## src/rtl/ibex_decode_queue.sv

```systemverilog
// Decode queue: circular instruction buffer with class decode and a one/two-cycle issue FSM; 1-cycle latency, ready=!full.
// Optional same-cycle bypass into an empty queue when IBEX_DECODE_QUEUE_BYPASS_EN is defined.
module ibex_decode_queue #(
  parameter int unsigned DEPTH           = 4,
  parameter bit          RV32E           = 1'b0,
  parameter bit          BranchTargetALU = 1'b0
) (
  input  logic                     clk_i,
  input  logic                     rst_i,
  input  logic                     instr_valid_i,
  output logic                     instr_ready_o,
  input  logic [31:0]              instr_rdata_i,
  input  logic [31:0]              instr_pc_i,
  input  logic                     illegal_c_insn_i,
  input  logic                     flush_i,
  input  logic                     ex_ready_i,
  input  logic                     branch_taken_i,
  output logic                     dec_valid_o,
  output logic [31:0]              dec_instr_o,
  output logic [31:0]              dec_pc_o,
  output logic [2:0]               dec_class_o,
  output logic                     dec_second_o,
  output logic [4:0]               rf_raddr_a_o,
  output logic [4:0]               rf_raddr_b_o,
  output logic [4:0]               rf_waddr_o,
  output logic                     rf_we_o,
  output logic [$clog2(DEPTH):0]   count_o
);

  localparam int unsigned AW = $clog2(DEPTH);
  localparam logic [AW:0] PTR_ONE  = {{AW{1'b0}}, 1'b1};
  localparam logic [AW:0] PTR_ZERO = '0;

  localparam logic [2:0] C_ALU     = 3'd0;
  localparam logic [2:0] C_LOAD    = 3'd1;
  localparam logic [2:0] C_STORE   = 3'd2;
  localparam logic [2:0] C_BRANCH  = 3'd3;
  localparam logic [2:0] C_JUMP    = 3'd4;
  localparam logic [2:0] C_SYSTEM  = 3'd5;
  localparam logic [2:0] C_MULDIV  = 3'd6;
  localparam logic [2:0] C_ILLEGAL = 3'd7;

  typedef enum logic [1:0] {
    S_EMPTY  = 2'd0,
    S_ISSUE  = 2'd1,
    S_SECOND = 2'd2
  } state_e;

  state_e      state_q;
  logic [AW:0] wptr_q, rptr_q, wptr_d, rptr_d;

  logic [31:0] instr_q [DEPTH];
  logic [31:0] pc_q    [DEPTH];
  logic        illc_q  [DEPTH];

  logic        full, empty, push_req, bypass_act;
  logic        head_vld, head_illc, issue_phase, two_cycle;
  logic        pop, to_second, do_pop, do_push;
  logic [31:0] head_instr, head_pc;

  logic [6:0]  opcode, funct7;
  logic [2:0]  funct3;
  logic [4:0]  rs1, rs2, rd;
  logic [2:0]  cls;
  logic        use_rd, use_rs1, use_rs2, writes_rf;

  assign full  = (wptr_q[AW] != rptr_q[AW]) && (wptr_q[AW-1:0] == rptr_q[AW-1:0]);
  assign empty = (wptr_q == rptr_q);

  assign instr_ready_o = !full;
  assign count_o       = wptr_q - rptr_q;

  always_comb begin
    push_req = instr_valid_i && !full && !flush_i;
`ifdef IBEX_DECODE_QUEUE_BYPASS_EN
    bypass_act = empty && push_req;
`else
    bypass_act = 1'b0;
`endif
    head_vld   = (state_q != S_EMPTY) || bypass_act;
    head_instr = bypass_act ? instr_rdata_i    : instr_q[rptr_q[AW-1:0]];
    head_pc    = bypass_act ? instr_pc_i       : pc_q[rptr_q[AW-1:0]];
    head_illc  = bypass_act ? illegal_c_insn_i : illc_q[rptr_q[AW-1:0]];
  end

  assign opcode = head_instr[6:0];
  assign rd     = head_instr[11:7];
  assign funct3 = head_instr[14:12];
  assign rs1    = head_instr[19:15];
  assign rs2    = head_instr[24:20];
  assign funct7 = head_instr[31:25];

  // Register-field usage per class feeds the RV32E upper-register check.
  always_comb begin
    cls     = C_ILLEGAL;
    use_rd  = 1'b0;
    use_rs1 = 1'b0;
    use_rs2 = 1'b0;
    case (opcode)
      7'h37, 7'h17: begin cls = C_ALU; use_rd = 1'b1; end
      7'h13: begin cls = C_ALU; use_rd = 1'b1; use_rs1 = 1'b1; end
      7'h33: begin
        cls     = (funct7 == 7'h01) ? C_MULDIV : C_ALU;
        use_rd  = 1'b1;
        use_rs1 = 1'b1;
        use_rs2 = 1'b1;
      end
      7'h03: begin cls = C_LOAD;   use_rd  = 1'b1; use_rs1 = 1'b1; end
      7'h23: begin cls = C_STORE;  use_rs1 = 1'b1; use_rs2 = 1'b1; end
      7'h63: begin cls = C_BRANCH; use_rs1 = 1'b1; use_rs2 = 1'b1; end
      7'h6F: begin cls = C_JUMP;   use_rd  = 1'b1; end
      7'h67: begin cls = C_JUMP;   use_rd  = 1'b1; use_rs1 = 1'b1; end
      7'h73: begin
        cls     = C_SYSTEM;
        use_rd  = (funct3 != 3'd0);
        use_rs1 = (funct3[1:0] != 2'd0) && !funct3[2];
      end
      7'h0F:   cls = C_SYSTEM;
      default: cls = C_ILLEGAL;
    endcase
    if (head_illc) cls = C_ILLEGAL;
    if (RV32E && ((use_rd && rd[4]) || (use_rs1 && rs1[4]) || (use_rs2 && rs2[4])))
      cls = C_ILLEGAL;
  end

  always_comb begin
    writes_rf = 1'b0;
    case (cls)
      C_ALU, C_LOAD, C_JUMP, C_MULDIV: writes_rf = 1'b1;
      C_SYSTEM: writes_rf = (opcode == 7'h73) && (funct3 != 3'd0);
      default:  writes_rf = 1'b0;
    endcase
  end

  // A bypassed instruction is in its first issue cycle; if consumed single-cycle it never enters storage.
  always_comb begin
    issue_phase = (state_q == S_ISSUE) || bypass_act;
    two_cycle   = !BranchTargetALU && head_vld &&
                  ((cls == C_JUMP) || ((cls == C_BRANCH) && branch_taken_i));
    pop         = ex_ready_i && ((issue_phase && !two_cycle) || (state_q == S_SECOND));
    to_second   = issue_phase && ex_ready_i && two_cycle;
    do_pop      = pop && !bypass_act && !flush_i;
    do_push     = push_req && !(bypass_act && pop);
    wptr_d      = flush_i ? PTR_ZERO : (do_push ? wptr_q + PTR_ONE : wptr_q);
    rptr_d      = flush_i ? PTR_ZERO : (do_pop  ? rptr_q + PTR_ONE : rptr_q);
  end

  always_ff @(posedge clk_i or posedge rst_i) begin
    if (rst_i) begin
      state_q <= S_EMPTY;
      wptr_q  <= PTR_ZERO;
      rptr_q  <= PTR_ZERO;
    end else begin
      wptr_q <= wptr_d;
      rptr_q <= rptr_d;
      if (flush_i)                          state_q <= S_EMPTY;
      else if (to_second)                   state_q <= S_SECOND;
      else if (wptr_d == rptr_d)            state_q <= S_EMPTY;
      else if (state_q == S_SECOND && !pop) state_q <= S_SECOND;
      else                                  state_q <= S_ISSUE;
    end
  end

  always_ff @(posedge clk_i) begin
    if (do_push) begin
      instr_q[wptr_q[AW-1:0]] <= instr_rdata_i;
      pc_q[wptr_q[AW-1:0]]    <= instr_pc_i;
      illc_q[wptr_q[AW-1:0]]  <= illegal_c_insn_i;
    end
  end

  always_comb begin
    dec_valid_o  = head_vld;
    dec_instr_o  = '0;
    dec_pc_o     = '0;
    dec_class_o  = '0;
    dec_second_o = 1'b0;
    rf_raddr_a_o = '0;
    rf_raddr_b_o = '0;
    rf_waddr_o   = '0;
    rf_we_o      = 1'b0;
    if (head_vld) begin
      dec_instr_o  = head_instr;
      dec_pc_o     = head_pc;
      dec_class_o  = cls;
      dec_second_o = (state_q == S_SECOND);
      rf_raddr_a_o = rs1;
      rf_raddr_b_o = rs2;
      rf_waddr_o   = rd;
      rf_we_o      = writes_rf && (state_q != S_SECOND);
    end
  end

endmodule
```

## config.mk

```make
export PLATFORM = sky130hd
export DESIGN_NAME = ibex_decode_queue
export DESIGN_NICKNAME = d
export VERILOG_FILES = /design/src/rtl/ibex_decode_queue.sv
export SDC_FILE = /design/constraint.sdc
export NUM_CORES = 1
export LEC_CHECK = 0
export ABC_AREA = 1
export CORE_MARGIN = 2
export CORE_UTILIZATION = 49
export DETAILED_ROUTE_END_ITERATION = 10
export PLACE_DENSITY = 0.73
export SETUP_SLACK_MARGIN = 0.15
export SLEW_MARGIN = 20
export SYNTH_ARGS = -nofsm -noshare
export SYNTH_HDL_FRONTEND = slang
export SYNTH_SLANG_ARGS = --single-unit
```

## constraint.sdc

```tcl
create_clock -name clk_i -period 6.9 [get_ports clk_i]
set_input_delay 0.69 -clock clk_i [delete_from_list [all_inputs] [get_ports clk_i]]
set_output_delay 0.69 -clock clk_i [all_outputs]
set_load 0.02 [all_outputs]
```

==> out/metrics.cfg, run 1 <==
[route]
avgRoutedWirePerCell_um = 17.2
drtIter0Drc = 519
drtAntennaViolNets = 0
first_pass_iters = 5
drcViolationCount = 0
detail_route.wirelength_mm = 24.5
vias_per_cell = 5.23
dr_total_vias = 7448

[synth]
synth_edf_count = 260
syn_area_um2 = 11200
synth-seq-cells = 268
synth_warnings = 0
yosysTopAreaCell = edfxtp_1
syn_nets = 1063
syn-instance-count = 984
synth_top_area_frac = 0.695
async_reset_ff_frac = 0.0299
synthTopCellsByArea = edfxtp_1 69%, nor2_1 7.8%, nand2_1 5.0%, o21ai_0 4.2%, a21oi_1 2.6%
postSynthAreaPerCell_um2 = 11.4
synth_cell_type_count = 33
ys.flop_type = edfxtp_1
ys_seq_area_frac = 0.713

[final_layout]
drive_above_1_share = 0.0651
finalNonFillerCells = 1423
final_cell_mix = 260 x edfxtp_1, 228 x nor2_1, 159 x clkdlybuf4s50_1
fill_cells = 1775
multi_input_area_um2 = 2790
design_area_um2 = 13900
synthToLayoutAreaGrowth_pct = 23.3
post-route-util = 0.614
final_common_cell = edfxtp_1
nets = 1196
seqCellArea_um2 = 8010

[cts]
cts_setup_buffers = 0
cts_tree = yes
clock_path_buffers = 3
cts_root_buf = clkbuf_16
numCtsBuffers = 28
clock_latency_ns = 0.53
cts.sinks = 268
cts_resized = 0
path_clk_slew_ns = 0.06
cts_hold_buf = 0
htreeDepth = 1

[timing]
setup_ws_ns = 2.19
post-route-min-period_ns = 4.71
fmax_mhz = 212
final_hold_viol_count = 0
setup_viol = 0
drv_slew = 0
relSlewSlack = 0.346
rsz0062_at_grt = false
finalClockSkew_ns = 0.0127
min_period_over_period = 0.683
fin_tns_setup_ns = 0
fin_hold_ws_ns = 0.421
worst_pin_slew_ns = 0.978

[placement]
dp_slack_ns = 2.78
dp_hpwl_mm = 14.3
port-buffer-count = 159
place_area_um2 = 13000
dpl.cell_count = 1372
place.gp.congestion = 0.808

[critical_path]
worstSetupPathType = register to primary output
required_ns = 6.21
cp_num_buf_inv = 3
cp_max_fo = 95
max_stage_delay_ns = 0.85
cp_num_cells = 14
path_common_cell = nand2_1
cp_top_family = buffers and inverters
crit_arrival_ns = 4.02
end_kind = primary output
start_kind = register
cp_slowest_cell = buf_4
path_cells = buf_4 > o21ai_0 > nand2_1 > nand2_1 > nor2_1 > nand2_1 > nor2_2 > nor2_2 > nand2_1 > nor2_1 > inv_1 > a32oi_1 > nor2_1 > clkdlybuf4s50_1
r2r.worst_path.cells = 20

[grt]
grt_pass1_wl_mm = 37.7
grt_overflow = 0
antenna_found_initial = 2
grt_pass1_vias = 7254
grt_use_total = 0.199
grt_max_degree = 96

[floorplanning]
rows = 55
core_um2 = 22600
dieArea_um2 = 24200
die_x_um = 155
ios = 160
die_y_um = 155
initial_core_util = 0.498

[hold_path]
hp-class = input port to async pin

[job]
maxCapViolCount = 0

[pwr]
ir_worst_vdd_uv = 242
power_mw = 3.77
p_per_area_nw_per_um2 = 272
p_leak_nw = 5.02

[run_status]
status = finished clean

[area by class of cell]
type / count / area share
diodes: 1 / 0.000181
clock buffers: 41 / 0.0564
clock inverters: 9 / 0.00705
inverters: 38 / 0.0104
multi-input cells: 612 / 0.202
flip-flops and latches: 268 / 0.578
well taps: 285 / 0.0257
repair buffers: 169 / 0.120
[registers in the layout (all words and copies together) (netlist names)]
register / cells
instr_q: 128
pc_q: 128
illc_q: 4
rptr_q: 3
wptr_q: 3
state_q: 2
[cell usage after synthesis, types with 3 or more instances]
cell,count
buf_2,4
o21ai_0,95
clkbuf_1,29
buf_4,17
nor2_1,233
a32o_1,3
ha_1,7
nor2_2,4
nand3_1,38
edfxtp_1,260
inv_1,36
a21oi_1,59
dfrtp_1,8
buf_1,14
nand2_1,151
xor2_1,3
[final timing paths]
check,startpoint,end,slack [ns]
setup reg to reg,rptr_q[0]$_DFF_PP0_,state_q[1]$_DFF_PP0_,3.27
hold / removal,rst_i,wptr_q[0]$_DFF_PP0_,0.42
hold reg to reg,wptr_q[2]$_DFF_PP0_,wptr_q[2]$_DFF_PP0_,0.63
setup / recovery,rptr_q[0]$_DFF_PP0_,rf_we_o,2.19
min in group clk_i,wptr_q[2]$_DFF_PP0_,wptr_q[2]$_DFF_PP0_,0.63
max in group asynchronous,rst_i,rptr_q[0]$_DFF_PP0_,6.19
[power breakdown]
group | internal (mW) | switching (mW) | total (mW)
clock network | 0.855 | 0.577 | 1.43
registers | 1.84 | 0.0184 | 1.86
logic | 0.186 | 0.295 | 0.481
[routing by layer]
metal,vias to the layer above,track usage,part of all wire
met5,-,0,0.00053
met4,2,0.0533,0.014
met3,33,0.0309,0.061
met2,236,0.343,0.50
met1,3537,0.267,0.43
li1,3640,-,-
[kinds of logic after synthesis]
family | count (synthesis) | synth area share
buffers and inverters | 104 | 0.0422
adder cells (fa/ha/maj) | 8 | 0.00958
AO/OA/AOI/OAI | 161 | 0.0747
XOR/XNOR | 3 | 0.00234
AND/OR/NAND/NOR | 440 | 0.158
flip-flops | 268 | 0.713
No activity file was read; power rests on OpenSTA's default activity.
==> run 2, diff against run 1 <==
Clock period 6.9 ns to 4.55 ns, I/O delays scaled along.
==> run 2 against run 1 <==
Via count up 0.90%; sequential share of layout area down 0.14 points; register-to-register slack worse by 1.8 ns; critical path type unchanged; cell area up 0.24%.
==> out/metrics.cfg, run 2 (synthesis results as in run 1) <==
[run_status]
status = finished clean

[final_layout]
drive_above_1_share = 0.0654
synthToLayoutAreaGrowth_pct = 23.6
fill_cells = 1788
post-route-util = 0.615
design_area_um2 = 13900
nets = 1197
finalNonFillerCells = 1416
final_common_cell = edfxtp_1
diodes = 0
final_cell_mix = 260 x edfxtp_1, 228 x nor2_1, 159 x clkdlybuf4s50_1

[cts]
cts_resized = 0
htreeDepth = 1
cts_hold_buf = 0
cts_tree = yes
cts.sinks = 268
path_clk_slew_ns = 0.07
clock_latency_ns = 0.52
clock_path_buffers = 3
cts_root_buf = clkbuf_16
numCtsBuffers = 27
cts_setup_buffers = 0

[critical_path]
r2r-start = rptr_q[0]$_DFF_PP0_
end_kind = primary output
worst-r2r-setup-slack_ns = 1.46
r2r.worst_path.cells = 21
worstReg2RegEnd = state_q[1]$_DFF_PP0_
worstSetupPathType = register to primary output
cp_max_fo = 45
required_ns = 4.09
start_kind = register
crit_arrival_ns = 3.49

[placement]
place_area_um2 = 13000
dp_slack_ns = 1.11
dp_hpwl_mm = 13.6
port-buffer-count = 159
dpl.cell_count = 1374
place.gp.congestion = 0.820

[floorplanning]
ios = 160
core_um2 = 22600
die_y_um = 155
rows = 55
dieArea_um2 = 24200
die_x_um = 155
initial_core_util = 0.498

[grt]
grt_pass1_vias = 7515
antenna_found_initial = 0
grt_max_degree = 137
grt_pass1_wl_mm = 37.6
grt_use_total = 0.197
grt_overflow = 0

[timing]
final_hold_viol_count = 0
fin_hold_ws_ns = 0.187
setup_viol = 0
finalClockSkew_ns = 0.0123
fin_tns_setup_ns = 0
worst_pin_slew_ns = 0.884
rsz0062_at_grt = false
drv_slew = 0
post-route-min-period_ns = 3.95
relSlewSlack = 0.411
fmax_mhz = 253
setup_ws_ns = 0.604
min_period_over_period = 0.867

[route]
vias_per_cell = 5.31
dr_total_vias = 7515
detail_route.wirelength_mm = 24.0
drtIter0Drc = 633
avgRoutedWirePerCell_um = 17.0
drcViolationCount = 0
drtAntennaViolNets = 0
first_pass_iters = 5

[hold_path]
hp-class = input port to async pin

[pwr]
ir_worst_vdd_uv = 437
power_mw = 5.71
p_leak_nw = 5.03
p_per_area_nw_per_um2 = 411

[job]
maxCapViolCount = 0

[run 2: cell types whose count changed in the layout (fill, tap and decap cells not counted), sizes merged]
| cell | change |
|---|---|
| diode | -1 |
| bufinv | +2 |
| clkinvlp | +1 |
| clkinv | -3 |
| clkbuf | -9 |
| buf | +2 |
| inv | +1 |
[run 2: how the worst max path moves through the flow]
stage                             start             endpoint  slack, ns
finish              rptr_q[0]$_DFF_PP0_              rf_we_o       0.60
global route        rptr_q[0]$_DFF_PP0_              rf_we_o       0.21
detailed placement  rptr_q[0]$_DFF_PP0_              rf_we_o       1.11
global placement    rptr_q[0]$_DFF_PP0_              rf_we_o       1.22
floorplan           rptr_q[1]$_DFF_PP0_  illc_q[0]$_DFFE_PP_      -0.91
CTS                 rptr_q[0]$_DFF_PP0_              rf_we_o       0.56
[run 2: power by group]
| part | internal (mW) | switching [mW] |
|---|---|---|
| combinational | 0.289 | 0.455 |
| sequential | 2.79 | 0.0187 |
| clock | 1.30 | 0.861 |
| total | 4.38 | 1.33 |
[run 2: layout make-up]
type                            count  area (um2)  share of cell area
Tap cell                          285         357              0.0257
Multi-Input combinational cell    612        2790               0.201
Clock inverter                     10         155              0.0112
Sequential cell                   268        8010               0.577
Timing Repair Buffer              171        1730               0.125
Clock buffer                       32         694              0.0500
Inverter                           38         144              0.0104
[run 2: critical path, stage by stage, from the launching register on]
cell	delay (ns)
dfrtp_4	0.43
clkinv_2	0.48
nand2_1	0.26
nand3_1	0.10
nand2_1	0.14
nand2_1	0.11
nor2_4	0.16
nand2_1	0.09
nor2_2	0.14
nor2_2	0.07
nand2_1	0.10
nor2_1	0.06
inv_1	0.07
a32oi_1	0.06
nor2_1	0.10
clkdlybuf4s50_1	0.61
[run 2: metal layers]
metal | up-vias | GRT usage | wire, um
met1 | 3570 | 0.261 | 9940
li1 | 3636 | - | -
met4 | 0 | 0.0603 | 545
met3 | 48 | 0.0359 | 1700
met2 | 261 | 0.332 | 11800
met5 | - | 0 | 0
